### src/rtl/tff_counter.sv
// ---------------------------------------------------------------------------
// tff_counter
//   WIDTH-bit bank of toggle flip-flops. It can toggle individual bits, count
//   up, count down, or take a parallel load. The up and down counts are built
//   as a toggle carry chain: bit i toggles when every lower bit is 1 (up) or
//   when every lower bit is 0 (down). An optional saturation mode stops the
//   count at the limit instead of letting it wrap. A registered flag marks
//   each clock edge at which the count reached its limit.
//
// Parameters
//   WIDTH     number of toggle flops (>= 1)
//   RST_VAL   value of q while reset is asserted
//   SATURATE  0 = wrap at the limit, 1 = hold at the limit
//
// Ports
//   i_clk       rising-edge clock
//   i_rst_n     asynchronous active-low reset
//   i_en        update enable (a load is still honoured when i_en is 0)
//   i_mode      00 hold, 01 per-bit toggle, 10 count up, 11 count down
//   i_t         per-bit toggle request, used only in mode 01
//   i_load      synchronous parallel load; highest priority after reset
//   i_load_val  value written on a load
//   o_q         register state
//   o_q_bar     bitwise inverse of o_q
//   o_wrap      one-cycle pulse: the previous edge hit the count limit
// ---------------------------------------------------------------------------
module tff_counter #(
  parameter int unsigned          WIDTH    = 4,
  parameter logic [WIDTH-1:0]     RST_VAL  = '0,
  parameter bit                   SATURATE = 1'b0
) (
  input  logic             i_clk,
  input  logic             i_rst_n,
  input  logic             i_en,
  input  logic [1:0]       i_mode,
  input  logic [WIDTH-1:0] i_t,
  input  logic             i_load,
  input  logic [WIDTH-1:0] i_load_val,
  output logic [WIDTH-1:0] o_q,
  output logic [WIDTH-1:0] o_q_bar,
  output logic             o_wrap
);

  localparam logic [1:0] MODE_HOLD   = 2'b00;
  localparam logic [1:0] MODE_TOGGLE = 2'b01;
  localparam logic [1:0] MODE_UP     = 2'b10;
  localparam logic [1:0] MODE_DOWN   = 2'b11;

  logic [WIDTH-1:0] r_q;
  logic             r_wrap;

  logic [WIDTH-1:0] w_up_tgl;
  logic [WIDTH-1:0] w_dn_tgl;
  logic             w_at_max;
  logic             w_at_min;
  logic [WIDTH-1:0] w_q_next;
  logic             w_wrap_next;

  // Toggle-enable carry chains. Bit 0 always toggles in a count mode, and
  // each higher bit toggles only when every bit below it is at the rollover
  // value. Chain width equals WIDTH, so no carry leaves the bank.
  assign w_up_tgl[0] = 1'b1;
  assign w_dn_tgl[0] = 1'b1;

  for (genvar gi = 1; gi < WIDTH; gi++) begin : g_chain
    assign w_up_tgl[gi] = w_up_tgl[gi-1] &  r_q[gi-1];
    assign w_dn_tgl[gi] = w_dn_tgl[gi-1] & ~r_q[gi-1];
  end

  assign w_at_max = &r_q;
  assign w_at_min = ~|r_q;

  always_comb begin
    w_q_next    = r_q;
    w_wrap_next = 1'b0;
    if (i_load) begin
      w_q_next = i_load_val;
    end else if (i_en) begin
      case (i_mode)
        MODE_HOLD: begin
          w_q_next = r_q;
        end
        MODE_TOGGLE: begin
          w_q_next = r_q ^ i_t;
        end
        MODE_UP: begin
          // At all-ones the chain alone rolls over to zero. Saturation
          // overrides this by holding the value. The flag fires in both cases.
          if (w_at_max) begin
            w_wrap_next = 1'b1;
            w_q_next    = SATURATE ? r_q : (r_q ^ w_up_tgl);
          end else begin
            w_q_next = r_q ^ w_up_tgl;
          end
        end
        MODE_DOWN: begin
          if (w_at_min) begin
            w_wrap_next = 1'b1;
            w_q_next    = SATURATE ? r_q : (r_q ^ w_dn_tgl);
          end else begin
            w_q_next = r_q ^ w_dn_tgl;
          end
        end
        default: begin
          w_q_next = r_q;
        end
      endcase
    end
  end

  always_ff @(posedge i_clk or negedge i_rst_n) begin
    if (!i_rst_n) begin
      r_q    <= RST_VAL;
      r_wrap <= 1'b0;
    end else begin
      r_q    <= w_q_next;
      r_wrap <= w_wrap_next;
    end
  end

  // q_bar is derived combinationally from the single state register so that
  // it can never diverge from ~q, including while reset is asserted.
  assign o_q     = r_q;
  assign o_q_bar = ~r_q;
  assign o_wrap  = r_wrap;

endmodule

### config.mk
export PLATFORM = sky130hd
export DESIGN_NAME = tff_counter
export DESIGN_NICKNAME = d
export VERILOG_FILES = /design/src/rtl/tff_counter.sv
export SDC_FILE = /design/constraint.sdc
export NUM_CORES = 1
export LEC_CHECK = 0
export ABC_AREA = 1
export BUFFER_PORTS_ARGS = -buffer_cell sky130_fd_sc_hd__buf_2
export CORE_AREA = 2 2 39 41
export DETAILED_ROUTE_END_ITERATION = 6
export DIE_AREA = 0 0 41 43
export GPL_ROUTABILITY_DRIVEN = 0
export PLACE_DENSITY_LB_ADDON = 0.05
export SLEW_MARGIN = 20
export SYNTH_ARGS = -nofsm -noshare
export SYNTH_HDL_FRONTEND = slang
export SYNTH_SLANG_ARGS = --single-unit
### constraint.sdc
create_clock -name i_clk -period 1.3 [get_ports i_clk]
set_input_delay 0.26 -clock i_clk [delete_from_list [all_inputs] [get_ports i_clk]]
set_output_delay 0.26 -clock i_clk [all_outputs]
set_load 0.01 [all_outputs]
== Word-level counts from Yosys, hierarchy flattened ==
Index checks and enable logic that the tools add are counted.

* Output and inout bits: 9
* Logic and storage cells: 30
* Register bits after elaboration: 5

* Equality and inequality tests: 4
* Muxes and demuxes: 8
* Bitwise operators: 11
* Reduce and logical (&&, ||, !) cells: 5

{| class="wikitable"
|+ Operators by type and width
! operator !! number
|-
| $pmux 4 s3 || 1
|-
| $xor 4x4->4 || 3
|-
| $mux 4 || 2
|-
| $and 1x1->1 || 4
|-
| $eq 2x2->1 const B || 2
|-
| $mux 1 || 4
|-
| $not 4->4 || 1
|-
| $reduce_and 4->1 || 1
|-
| $reduce_or 4->1 || 1
|-
| $not 1->1 || 3
|-
| $eq 2x1->1 const B || 1
|-
| $logic_not 2->1 || 1
|-
| $ne 2x2->1 const B || 1
|-
| $pmux 1 s2 || 1
|-
| $reduce_and 2->1 || 1
|-
| $reduce_bool 2->1 || 1
|}

== Depth between registers and ports, before layout ==
Gate-level depths: netlist of run 1.

* Depth after elaboration: 7
* Mapped depth: 8
* Mapped depth without buffers: 8

== Worst setup path after synthesis of run 1 ==
OpenSTA, ideal clock, no wires.

* Kind: register -> register
* Start: reg r_q[0], in the netlist o_q[0]
* End: reg r_q[2], in the netlist o_q[2]
* Path buffers: 0
* Stages on the path, launching flop included: 7
* Required time: 1,179 ps
* Setup time: 121 ps
* Data arrival time: 961 ps
* Slack: 217 ps
* Cell sequence: dfrtp_1 inv_1 nand2_2 nand2_1 nand4_1 nand3_1 nand2_1

* Longest elaborated chain between the ends: 6
* Elaborated cells between the ends (all ways): 8
* Those cells by class: 3 x mux; 5 x bitwise

{| class="wikitable"
|+ Ends and longest elaborated chain
! what !! RTL line !! RTL
|-
| start: declaration || 49 || <nowiki>logic [WIDTH-1:0] r_q;</nowiki>
|-
| start signal: assignment || 116 || <nowiki>r_q <= w_q_next;</nowiki>
|-
| $not 1->1 || 67 || <nowiki>assign w_dn_tgl[gi] = w_dn_tgl[gi-1] & ~r_q[gi-1];</nowiki>
|-
| $and 1x1->1 || 67 ||
|-
| $xor 4x4->4 || 99, 101 ||
|-
| $pmux 4 s3 (*) || 79 || <nowiki>case (i_mode)</nowiki>
|-
| $mux 4 (*) || 78 || <nowiki>end else if (i_en) begin</nowiki>
|-
| $mux 4 (*) || 76 || <nowiki>if (i_load) begin</nowiki>
|}

Every way passes the cells marked *; elsewhere a longest branch is shown, timed or not. The select of a mux whose other input is x is not followed.
A chain may end at the register's enable or synchronous reset.

== Final worst setup path of run 1 ==
* Start: reg r_q[0], in the netlist o_q[0]
* End: out o_q_bar[0]

* Longest elaborated chain between the ends: 1

{| class="wikitable"
|+ Ends and longest elaborated chain
! what !! RTL line !! RTL
|-
| $not 4->4 || 124 || <nowiki>assign o_q_bar = ~r_q;</nowiki>
|-
| end: declaration || 40 || <nowiki>output logic [WIDTH-1:0] o_q_bar,</nowiki>
|}

Every way passes these cells.

==> flow_metrics.tcl, run 1 <==
set metrics [dict create \
    period_share 0.907 \
    slew-limit-headroom 0.838 \
    grt_usage 0.162 \
    timing.final.hold_violations 0 \
    status "finished clean" \
    wl_mm 1.10 \
    synth_most_common_cell "nand2_1" \
    yosysTopAreaCell "dfrtp_1" \
    cp-start-kind "flop" \
    insertedDiodeCount 0 \
    cp_data_required_time_ns 1.04 \
    cts_max_path_buffers 2 \
    die_x_um 41 \
    yosys_warnings 0 \
    place.port_buffers 22 \
    fillers 168 \
    antenna_found_initial 0 \
    cts.htree.levels 1 \
    fin_crit_ns 1.18 \
    core_area_um2 1380 \
    syn_area_per_cell_um2 6.09 \
    grt_pass1_wl_mm 1.88 \
    drc 0 \
    syn_nets 83 \
    synth.area.top_cells "dfrtp_1, nand2_1, nand3_1" \
    synth_top_family_by_area "simple AND/OR/NAND/NOR gates" \
    synth-simple-area-share 0.479 \
    setup_viol 0 \
    crit_fanout 5 \
    syn_area_um2 420 \
    cts_tree "yes" \
    cts_root_buf "clkbuf_4" \
    skew_ns 0.000996 \
    synth_compound_area_frac 0.0863 \
    fmax_mhz 848 \
    yosys.area_share.adder 0 \
    drt_iter0_drc 6 \
    rsz0062_at_grt "no" \
    grt_pass1_vias 488 \
    final_cells 111 \
    peakVddDrop_v 0.000379 \
    num_rows 14 \
    place_hpwl_um 924 \
    clk_pin_slew_ns 0.04 \
    muxShareOfSynthArea 0 \
    detail_route.wl_per_cell_um 9.86 \
    area_growth_pct 36.9 \
    dp_cells 106 \
    die_h_um 43 \
    initial_core_util 0.304 \
    dr.pass1.iters 3 \
    nets 110 \
    place_ws_ns 0.165 \
    synth_edf_count 0 \
    vias 515 \
    worst_pin_slew_ns 0.243 \
    clock_sinks 5 \
    cts_made_buffers 3 \
    tns_ns 0 \
    finalWorstSetupSlack_ns 0.120 \
    viasPerCell 4.64 \
    synth-main-ff-cell "dfrtp_1" \
    synth-xor-area-share 0.0208 \
    drive_above_1_share 0.326 \
    netlist.area_leader.share 0.298 \
    synth_seq_cells 5 \
    dieArea_um2 1760 \
    end_kind "output port" \
    grt-ovfl-total 0 \
    syn_inst 69 \
    ys_top_cells_by_count "nand2_1, nand3_1, nor2_1, inv_1, dfrtp_1" \
    grt_start_max_net_pins 10 \
    regToRegSetupSlack_ns 0.24 \
    critPathKind "flop to output port" \
    total_power_w 0.000563 \
    multi_input_area_um2 246 \
    hold_class "input port to flop" \
    seq_area_um2 125 \
    final_antenna_net_count 0 \
    clk_latency_ns 0.24 \
    leakage_nw 0.333 \
    async_reset_ff_frac 1.00 \
    max_cap_violations 0 \
    slew_violations 0 \
    crit_arrival_ns 0.92 \
    ys_types 16 \
    power_density_nw_per_um2 979 \
    yosysSeqAreaShare 0.298 \
    io_pins 23 \
]
-- placed cells by master, fill, tap and decap left out, drive strengths merged --
| cell | instances |
|---|---|
| a22oi | 2 |
| buf | 22 |
| clkbuf | 4 |
| dfrtp | 5 |
| dlygate4sd3 | 1 |
| inv | 10 |
| nand2 | 25 |
| nand3 | 8 |
| nand4 | 2 |
| nor2 | 8 |
| nor3 | 2 |
| o211ai | 1 |
| o21ai | 2 |
| or2 | 2 |
| xor2 | 1 |
-- kinds of logic after synthesis --
logic type | count (synthesis)
compound gates | 5
flops | 5
xor+xnor | 1
buf+inv | 11
simple gates | 47
-- worst max-delay path, cell delays in order, from the launching register on --
cell,delay (ns)
dfrtp_1,0.42
inv_2,0.12
buf_2,0.14
-- flip-flops by register name, summed over array words and instances (netlist names) --
| signal | count |
|---|---|
| o_q | 4 |
| o_wrap | 1 |
-- metrics by stage --
stage / hold slack (ns) / cell area, µm² / util
floorplan: -0.0356 / 420 / -
global placement: 0.0811 / 539 / 0.390
detailed placement: 0.0809 / 539 / 0.390
CTS: 0.248 / 576 / 0.416
global route: 0.256 / 576 / 0.416
finish: 0.252 / 576 / 0.416
-- power breakdown --
group / leakage [nW] / switching, W / internal (W)
clock: 0.0150 / 0.0000622 / 0.000116
sequential: 0.0625 / 0.0000246 / 0.000172
combinational: 0.255 / 0.000109 / 0.0000791
total: 0.333 / 0.000196 / 0.000367
-- timing repair --
item                       in CTS  in global routing
hold endpoints to repair        5                  0
hold buffers                    1                  0
setup endpoints to repair       0                  1
buffers inserted                0                  0
gates resized for setup         0                  1
-- routing by layer --
layer,up-vias,wire (µm),track usage
met5,-,0,0
met4,0,6,0.0400
met3,2,75,0.0838
met2,18,541,0.259
met1,223,471,0.182
li1,272,-,-
-- worst paths after layout --
kind                               start         end  cells past startpoint
setup / recovery                  o_q[0]  o_q_bar[0]                      2
hold / removal             i_load_val[0]      o_q[0]                      3
setup reg to reg                  o_q[1]      o_q[2]                      6
hold reg to reg                   o_q[3]      o_q[3]                      2
max in group asynchronous        i_rst_n      o_q[0]                      2
min in group asynchronous        i_rst_n      o_wrap                      2
-- area by class of cell --
class	instances	area share
inverters	10	0.0652
repair buffers	23	0.209
well taps	16	0.0348
flip-flops and latches	5	0.217
clock buffers	4	0.0457
multi-input cells	53	0.428
Note: power is estimated with default switching activity, not from simulation.
==> run 2, diff against run 1 <==
Settings changed: MAX_ROUTING_LAYER set to met4.
==> run 2 against run 1 <==
Final area unchanged. Critical path depth is the same. Sequential share of layout area unchanged. Final cell count is the same. Die area unchanged. Utilization unchanged. Largest power group unchanged. Sequential power about the same. Maximum frequency hardly changed. Power is essentially flat. Register-to-register slack about the same.
==> flow_metrics.tcl, run 2 (same netlist as run 1, synthesis figures left out) <==
set metrics [dict create \
    dr.pass1.iters 3 \
    cts_setup_buffers 0 \
    max_stage_delay_ns 0.42 \
    hold_class "input port to flop" \
    status "finished clean" \
    drive_above_1_share 0.326 \
    grt_pass1_vias 484 \
    grt_start_max_net_pins 10 \
    final_antenna_net_count 0 \
    drt_iter0_drc 6 \
    crit_fanout 5 \
    cts_tree "yes" \
    insertedDiodeCount 0 \
    fillers 168 \
    drc 0 \
    die_x_um 41 \
    grt_pass1_wl_mm 1.88 \
    power_density_nw_per_um2 979 \
    grt-ovfl-total 0 \
    cts_root_buf "clkbuf_4" \
    cts_made_buffers 3 \
    core_area_um2 1380 \
    place.port_buffers 22 \
    dieArea_um2 1760 \
    cts.htree.levels 1 \
    antenna_found_initial 0 \
    clock_sinks 5 \
    largest_register_ff_count 4 \
    viasPerCell 4.63 \
    period_share 0.908 \
    peakVddDrop_v 0.000378 \
    skew_ns 0.000456 \
    fin_crit_ns 1.18 \
    num_rows 14 \
    nets 110 \
    grt-busiest-layer "met2" \
    fmax_mhz 848 \
    cp-start-kind "flop" \
    slew-limit-headroom 0.838 \
    area_growth_pct 36.9 \
    final_cell_mix "nand2_1, buf_2, nand3_1, nor2_1, inv_1" \
    use_met1 0.182 \
    max_cap_violations 0 \
    slew_violations 0 \
    cp_data_required_time_ns 1.04 \
    crit_arrival_ns 0.92 \
    clk_pin_slew_ns 0.04 \
    detail_route.wl_per_cell_um 9.85 \
    final_common_cell "nand2_1" \
    end_kind "output port" \
    grt_use_met3 0.0838 \
    place_hpwl_um 924 \
    leakage_nw 0.333 \
    initial_core_util 0.304 \
    wl_mm 1.09 \
    use_met2 0.259 \
    path_cells "inv_2 -> buf_2" \
    clk_latency_ns 0.24 \
    timing.final.hold_violations 0 \
    io_pins 23 \
    dp_cells 106 \
    grt_usage 0.166 \
    cts_max_path_buffers 2 \
    critPathSlowestCell "dfrtp_1" \
    critPathKind "flop to output port" \
    total_power_w 0.000563 \
    final_cells 111 \
    setup_viol 0 \
    die_h_um 43 \
    tns_ns 0 \
    rsz0062_at_grt "no" \
    vias 514 \
    worst_pin_slew_ns 0.243 \
]
==> run 2: cell counts in the layout (fill, tap and decap cells not counted) <==
No cell type changed its count.
==> run 2: metal layers <==
metal	vias to the layer above	part of all wire	routed length, µm
li1	272	-	-
met1	224	0.44	477
met2	18	0.50	542
met3	0	0.068	74
met4	0	0	0
met5	-	0	0
==> run 2: stage by stage <==
step	setup WS [ns]	instance area [µm²]	hold slack (ns)	util
floorplan	0.217	420	-0.0356	-
global placement	0.164	539	0.0811	0.390
detailed placement	0.165	539	0.0809	0.390
CTS	0.0310	576	0.248	0.416
global route	0.0468	576	0.256	0.416
finish	0.120	576	0.251	0.416
==> run 2: path summary, 6_finish.rpt <==
path                       slack [ns]  cells past startpoint         end           from
max                              0.12                      2  o_q_bar[0]         o_q[0]
max in group asynchronous        0.81                      2      o_q[0]        i_rst_n
min in group asynchronous        0.36                      2      o_wrap        i_rst_n
max reg2reg                      0.24                      6      o_q[2]         o_q[1]
min                              0.25                      3      o_q[0]  i_load_val[0]
min reg2reg                      0.59                      2      o_q[3]         o_q[3]
==> run 2: layout make-up <==
type | count | area (µm²) | area share
multi-input combinational | 53 | 246 | 0.428
sequential | 5 | 125 | 0.217
timing repair buffer | 23 | 120 | 0.209
inverter | 10 | 37.5 | 0.0652
clock buffer | 4 | 26.3 | 0.0457
tap | 16 | 20.0 | 0.0348
==> run 2: power breakdown <==
part | switching, W | internal [W]
clock network | 0.0000622 | 0.000116
logic | 0.000109 | 0.0000791
registers | 0.0000246 | 0.000172
==> run 2: critical path: cells and delay by family, from the launching register on <==
family   cells  cell delay, ns
buf+inv      2            0.26
flops        1            0.42
==> run 2: what timing repair did <==
action	CTS	global route
hold buffers	1	0
gates resized for setup	0	1
setup endpoints to repair	0	1
endpoints found under the hold margin	5	0
==> run 3, diff against run 2 <==
Settings changed: CORE_AREA 2 2 39 41 to not set, CORE_UTILIZATION set to 30, DIE_AREA 0 0 41 43 to not set.
==> run 3 against run 2 <==
Routed wire length down 2.6%. Count of clock-buffer cells in the layout unchanged. Clock skew rose by 0.0014 ns. Non-clock buffer count did not move. Via count rose by 0.97%. Global-route usage fell by 0.29 points. Final cell count shrank 0.90%. Worst setup slack got worse by 0.033 ns. Maximum frequency fell by 2.7%. Clock power is essentially flat. Register-to-register slack worse by 0.04 ns.
==> flow_metrics.tcl, run 3 (same netlist as run 1, synthesis figures left out) <==
set metrics [dict create \
    status "finished clean" \
    insertedDiodeCount 0 \
    endpoint "o_q_bar[0]" \
    worst_r2r_startpoint "o_q[0]" \
    path_cells "inv_1 -> buf_2" \
    viasPerCell 4.72 \
    period_share 0.933 \
    cp-start-kind "flop" \
    critPathKind "flop to output port" \
    peakVddDrop_v 0.000514 \
    power_density_nw_per_um2 979 \
    die_h_um 39.4 \
    timing.final.hold_violations 0 \
    wl_met1_um 491 \
    grt_start_max_net_pins 10 \
    tns_ns 0 \
    crit_fanout 5 \
    drive_above_1_share 0.316 \
    drt_iter0_drc 6 \
    regToRegSetupSlack_ns 0.20 \
    cts_root_buf "clkbuf_4" \
    leakage_nw 0.334 \
    grt_usage 0.163 \
    antenna_found_initial 0 \
    startpoint "o_q[0]" \
    drc 0 \
    fmax_mhz 824 \
    grt_pass1_vias 415 \
    dp_cells 105 \
    rsz0062_at_grt "no" \
    final_cells 110 \
    fin_crit_ns 1.21 \
    critPathSlowestCell "dfrtp_1" \
    dr.pass1.iters 3 \
    r2r_end "o_q[2]" \
    end_kind "output port" \
    slew-limit-headroom 0.828 \
    final_common_cell "nand2_1" \
    crit_arrival_ns 0.95 \
    cp_data_required_time_ns 1.04 \
    setup_viol 0 \
    cts.repair.resized 0 \
    area_growth_pct 36.6 \
    dr_wl_met3_um 43 \
    slew_violations 0 \
    timing.critical_path.buf_inv 2 \
    clk_pin_slew_ns 0.04 \
    routed.top_layer "met3" \
    final_cell_mix "nand2_1, buf_2, nand3_1, nor2_1, inv_1" \
    cts_tree "yes" \
    dr_wl_met2_um 529 \
    wl_mm 1.07 \
    grt-ovfl-total 0 \
    io_pins 23 \
    cts_made_buffers 3 \
    place_hpwl_um 890 \
    worst_pin_slew_ns 0.258 \
    max_stage_delay_ns 0.41 \
    core_area_um2 1300 \
    dieArea_um2 1560 \
    nets 110 \
    final_antenna_net_count 0 \
    cts.htree.levels 1 \
    initial_core_util 0.323 \
    vias 519 \
    cts_max_path_buffers 2 \
    clk_latency_ns 0.24 \
    detail_route.wl_per_cell_um 9.68 \
    rr_worst_depth 6 \
    crit_family "flip-flops" \
    die_x_um 39.4 \
    clock_sinks 5 \
    hold_class "input port to flop" \
    cp_num_cells 2 \
    largest_register_ff_count 4 \
    max_cap_violations 0 \
    num_rows 13 \
    skew_ns 0.00189 \
    grt_pass1_wl_mm 1.60 \
    place.port_buffers 22 \
]
-- run 3: worst min-delay path by stage --
stage                   from     end  slack [ns]  cells after the start
2_1_floorplan        i_rst_n  o_q[0]       -0.04                      0
3_3_place_gp         i_rst_n  o_wrap        0.08                      1
3_5_place_dp         i_rst_n  o_wrap        0.08                      1
4_1_cts        i_load_val[0]  o_q[0]        0.25                      3
5_1_grt        i_load_val[3]  o_q[3]        0.27                      3
6_report       i_load_val[0]  o_q[0]        0.26                      3
-- run 3: worst register-to-register path, stage by stage, from the launching register on --
cell     delay (ns)
dfrtp_1        0.41
inv_1          0.15
nand2_2        0.09
nand2_1        0.09
nand4_1        0.09
nand3_1        0.10
nand2_1        0.06
-- run 3: metal layers --
metal,global-route usage,vias to the layer above
met4,0,0
met1,0.182,231
li1,-,273
met3,0.0852,0
met2,0.275,15
met5,-,-
-- run 3: repair_timing --
item                                   4_1_cts  5_1_grt
buffers inserted                             0        0
endpoints found under the hold margin        5        0
hold buffers                                 1        0
-- run 3: where the power goes --
group | switching (W) | leakage [nW] | internal, W
registers | 0.0000238 | 0.0625 | 0.000172
clock network | 0.0000611 | 0.0150 | 0.000116
logic | 0.000110 | 0.256 | 0.0000788
-- run 3: layout make-up --
type	count	area (µm²)
inverters	10	37.5
well taps	15	18.8
clock buffers	4	26.3
flip-flops and latches	5	125
multi-input cells	53	246
repair buffers	23	120
fillers	156	727
-- run 3: per-stage QoR --
step / utilization / hold WS [ns] / instance area [µm²] / power, W / setup slack, ns
6_report: 0.441 / 0.259 / 574 / 0.000562 / 0.0869
2_1_floorplan: - / -0.0356 / 420 / 0.000311 / 0.217
4_1_cts: 0.441 / 0.253 / 574 / 0.000577 / 0.0599
5_1_grt: 0.441 / 0.270 / 574 / 0.000611 / 0.0187
3_5_place_dp: 0.413 / 0.0806 / 538 / 0.000387 / 0.182
3_3_place_gp: 0.413 / 0.0798 / 538 / 0.000389 / 0.168
